--- config.mk ---
export PLATFORM = sky130hd
export DESIGN_NAME = memory_access
export DESIGN_NICKNAME = d
export VERILOG_FILES = /design/src/rtl/memory_access.sv
export SDC_FILE = /design/constraint.sdc
export NUM_CORES = 1
export LEC_CHECK = 0
export BUFFER_PORTS_ARGS = -buffer_cell sky130_fd_sc_hd__buf_2
export CORE_ASPECT_RATIO = 0.9
export CORE_UTILIZATION = 40
export DETAILED_ROUTE_END_ITERATION = 12
export PLACE_DENSITY_LB_ADDON = 0.15
export SLEW_MARGIN = 20
export SYNTH_ARGS = -nofsm -noshare
export SYNTH_HDL_FRONTEND = slang
export SYNTH_SLANG_ARGS = --single-unit
--- constraint.sdc ---
create_clock -name clk -period 1.8 [get_ports clk]
set_input_delay 0.27 -clock clk [delete_from_list [all_inputs] [get_ports clk]]
set_output_delay 0.27 -clock clk [all_outputs]
set_load 0.05 [all_outputs]
--- src/rtl/memory_access.sv ---
// memory_access: EX/MEM pipeline register with a data-memory handshake FSM and ack timeout
module memory_access #(
  parameter int ACK_TIMEOUT = 16
) (
  input  logic        clk,
  input  logic        clear,
  input  logic        turn_off,
  input  logic [31:0] alu_res,
  input  logic [31:0] store_data,
  input  logic [3:0]  rd_buf3,
  input  logic [7:0]  cu_flags3,
  input  logic [31:0] dmem_rdata,
  input  logic        dmem_ack,
  output logic        dmem_req,
  output logic        dmem_we,
  output logic [31:0] dmem_addr,
  output logic [31:0] dmem_wdata,
  output logic [31:0] mem_out,
  output logic [3:0]  rd_buf4,
  output logic [7:0]  cu_flags4,
  output logic        stall_out,
  output logic        mem_err
);
  typedef enum logic [1:0] {IDLE, ACCESS, DONE} state_t;
  localparam logic [7:0] LAST = 8'(ACK_TIMEOUT - 1);
  state_t      state;
  logic [31:0] addr_q, data_q, load_buf;
  logic [3:0]  rd_q;
  logic [7:0]  flags_q, cnt;
  logic        kill, capture;
  assign stall_out  = state == ACCESS;
  assign capture    = !turn_off && !stall_out;
  assign dmem_req   = stall_out;
  assign dmem_we    = stall_out && flags_q[7];
  assign dmem_addr  = addr_q;
  assign dmem_wdata = data_q;
  assign rd_buf4    = rd_q;
  // reg_w is bubbled while the access is in flight and for a timed-out instruction
  assign cu_flags4  = (stall_out || kill) ? {flags_q[7:6], 1'b0, flags_q[4:0]} : flags_q;
  // a write with mem_r also set is a write, so its read data never reaches write-back
  assign mem_out    = (flags_q[4] && flags_q[6] && !flags_q[7]) ? load_buf : addr_q;
  always_ff @(posedge clk or negedge clear)
    if (!clear) begin
      state    <= IDLE;
      addr_q   <= '0;
      data_q   <= '0;
      rd_q     <= '0;
      flags_q  <= '0;
      load_buf <= '0;
      cnt      <= '0;
      kill     <= 1'b0;
      mem_err  <= 1'b0;
    end else if (capture) begin
      addr_q  <= alu_res;
      data_q  <= store_data;
      rd_q    <= rd_buf3;
      flags_q <= cu_flags3;
      cnt     <= '0;
      kill    <= 1'b0;
      state   <= (cu_flags3[7] || cu_flags3[6]) ? ACCESS : IDLE;
    end else if (state == ACCESS) begin
      if (dmem_ack) begin
        if (!flags_q[7]) load_buf <= dmem_rdata;
        state <= DONE;
      end else if (cnt == LAST) begin
        load_buf <= '0;
        mem_err  <= 1'b1;
        kill     <= 1'b1;
        state    <= DONE;
      end else cnt <= cnt + 8'd1;
    end
endmodule

==> impl_metrics.toml <==
[outcome]
status = "finished with violations"
violations = "negative setup slack"

[cells_and_area]
final_cell_mix = "buf_2 (188), dfrtp_1 (120), mux2_2 (108)"
area_delta_synth_final_pct = 42.6
final_layout_size_suffix_gt1_share_pct = 63.2
final_area_um2 = 7600
final_nets = 725
final_common_cell = "buf_2"
regArea_um2 = 3000
final_cells = 789
nFillCells = 1055
multi_input_comb_area_um2 = 2150
diodes = 0

[route]
drc = 0
wl_met2_um = 6540
routed_wl_um = 13500
wl_per_cell_um = 17.1
drt_iter0_drc = 203
top_layer = "met4"
vias = 3979
vias_per_cell = 5.04
drtPass1Iterations = 4
met3_length_um = 998
wl_met1_um = 5750
antenna_left = 0

[timing]
hold_viol = 0
clock_skew_ns = 0.00671
rsz0062_at_grt = "yes"
slew_viol_final = 0
period_share_pct = 113
fin_ws_ns = -0.241
finalSetupViolCount = 32
max-slew-margin-rel_pct = 54.2
whs_ns = 0.0805
period_needed_ns = 2.04
worst-slew-pin-transition_ns = 0.686
max_freq_mhz = 490

[global_routing]
antenna_found_initial = 1
overflow = 0
grt_max_degree = 121
grt_pass1_wl_um = 20800
grt_use_total_pct = 20.1
grt_pass1_vias = 4114

[synthesis]
yosys-top-cells-area = "dfrtp_1 (56%), mux2_2 (23%), a221o_1 (6.0%), and2_1 (3.9%), buf_4 (1.3%)"
synth-async-reset-ratio_pct = 100
synth_enable_flop_cells = 0
synth_area_per_cell_um2 = 14.0
synth-seq-area-share_pct = 56.3
netlist_area_um2 = 5330
yosysWarnings = 0
syn-num-nets = 493
ys_types = 37
synth_top_area_share_pct = 56.3
synth_top_area_cell = "dfrtp_1"
syn_inst = 380
ys_seq_elements = 120
synth_ff_type = "dfrtp_1"

[floorplanning]
rows = 39
core_area_um2 = 12800
io_pins = 224
die_w_um = 124
die_h_um = 112
initial_core_util_pct = 41.5
dieArea_um2 = 13800

[worst_setup_path]
critPathLaunchType = "flop"
cp_max_fo = 8
arrival_ns = 1.77
crit_type = "flop to primary output"
worstReg2RegStart = "state[1]"
required_ns = 1.53
regToRegEndpoint = "cnt[5]"
endpoint_kind = "primary output"
reg2reg_setup_slack_ns = 0.12
r2r.worst_path.cells = 4

[min_path]
min_to = "dmem_wdata[24]"
hold_start = "store_data[24]"
whs_path_depth = 2
hold_path.class = "input port to flop"

[clock_network]
root_buffer = "clkbuf_16"
cts_tree = "yes"
clk_pin_slew_worst_paths_ns = 0.06
worstSkewPairLatency_ns = 0.42
cts_max_level = 4
cts_buffers = 17
clockBufferDepth = 2
cts.sink_count = 120

[placed_design]
place_congestion = 0.777
numPortBuffers = 223
place_area_um2 = 6630
dp_cells = 748
place_hpwl_um = 8820

[run]
drv_cap = 0
[cell usage after synthesis (3+ instances only)]
| master | number |
|---|---|
| dfrtp_1 | 120 |
| mux2_2 | 108 |
| and2_1 | 33 |
| a221o_1 | 32 |
| buf_2 | 11 |
| buf_4 | 9 |
| o21ai_0 | 9 |
| clkbuf_1 | 7 |
| mux2i_1 | 5 |
| buf_6 | 4 |
| inv_1 | 4 |
| nand2_1 | 4 |
| a21oi_1 | 3 |
[worst max-delay path: stages (launching register included)]
cell,delay (ns)
dfrtp_1,0.37
nand3b_1,0.21
buf_6,0.17
clkbuf_16,0.17
mux2_2,0.29
buf_6,0.15
[area by class of cell]
class | count | share of cell area, %
timing repair buffer | 245 | 21.2
clock buffer | 23 | 6.42
inverter | 4 | 0.231
multi-input combinational | 224 | 28.3
clock inverter | 9 | 1.58
sequential | 120 | 39.5
tap | 164 | 2.70
[metal layers]
layer | GRT usage (%) | vias to the layer above
met1 | 23.5 | 1954
li1 | - | 1868
met4 | 8.19 | 0
met2 | 32.9 | 140
met3 | 7.38 | 17
met5 | 0 | -
[per-stage QoR]
step	TNS, ns	util (%)	setup slack (ns)
2_1_floorplan	0	-	0.0101
3_3_place_gp	0	51.6	0.210
3_5_place_dp	0	51.6	0.172
4_1_cts	-6.92	58.6	-0.224
5_1_grt	-8.58	59.2	-0.278
6_report	-7.30	59.2	-0.241
[flip-flops by register name, summed over array words and instances, names as in the netlist]
name,flops
rd_buf4,4
cnt,8
flags_q,8
mem_err,1
load_buf,32
state,2
kill,1
dmem_wdata,32
dmem_addr,32
[cell families (layout without fill, tap and decap cells)]
family,count (synthesis),after routing,synth area share (%)
buffers and inverters,36,281,3.99
flip-flops,120,120,56.3
multiplexers,113,113,23.8
AO/OA/AOI/OAI,55,55,8.97
adder cells (fa/ha/maj),1,1,0.235
AND/OR/NAND/NOR,55,55,6.71
[what timing repair did]
item	CTS	global route
cloned	1	2
endpoints found under the hold margin	120	0
buffers inserted	4	2
hold buffers	1	0
endpoints found under the setup margin	36	37
pin swaps	1	2
gates resized for setup	70	7
[worst max path at each step]
| stage | to | from |
|---|---|---|
| global placement | cnt[7] | dmem_ack |
| finish | mem_out[14] | flags_q[7] |
| detailed placement | load_buf[19] | cnt[5] |
| CTS | mem_out[24] | flags_q[6] |
| global route | mem_out[28] | flags_q[7] |
| floorplan | cu_flags4[5] | state[1] |
Power is left out: the tool's default activity adds up to more than one toggle a clock period on the data nets, which glitch-free logic cannot reach.
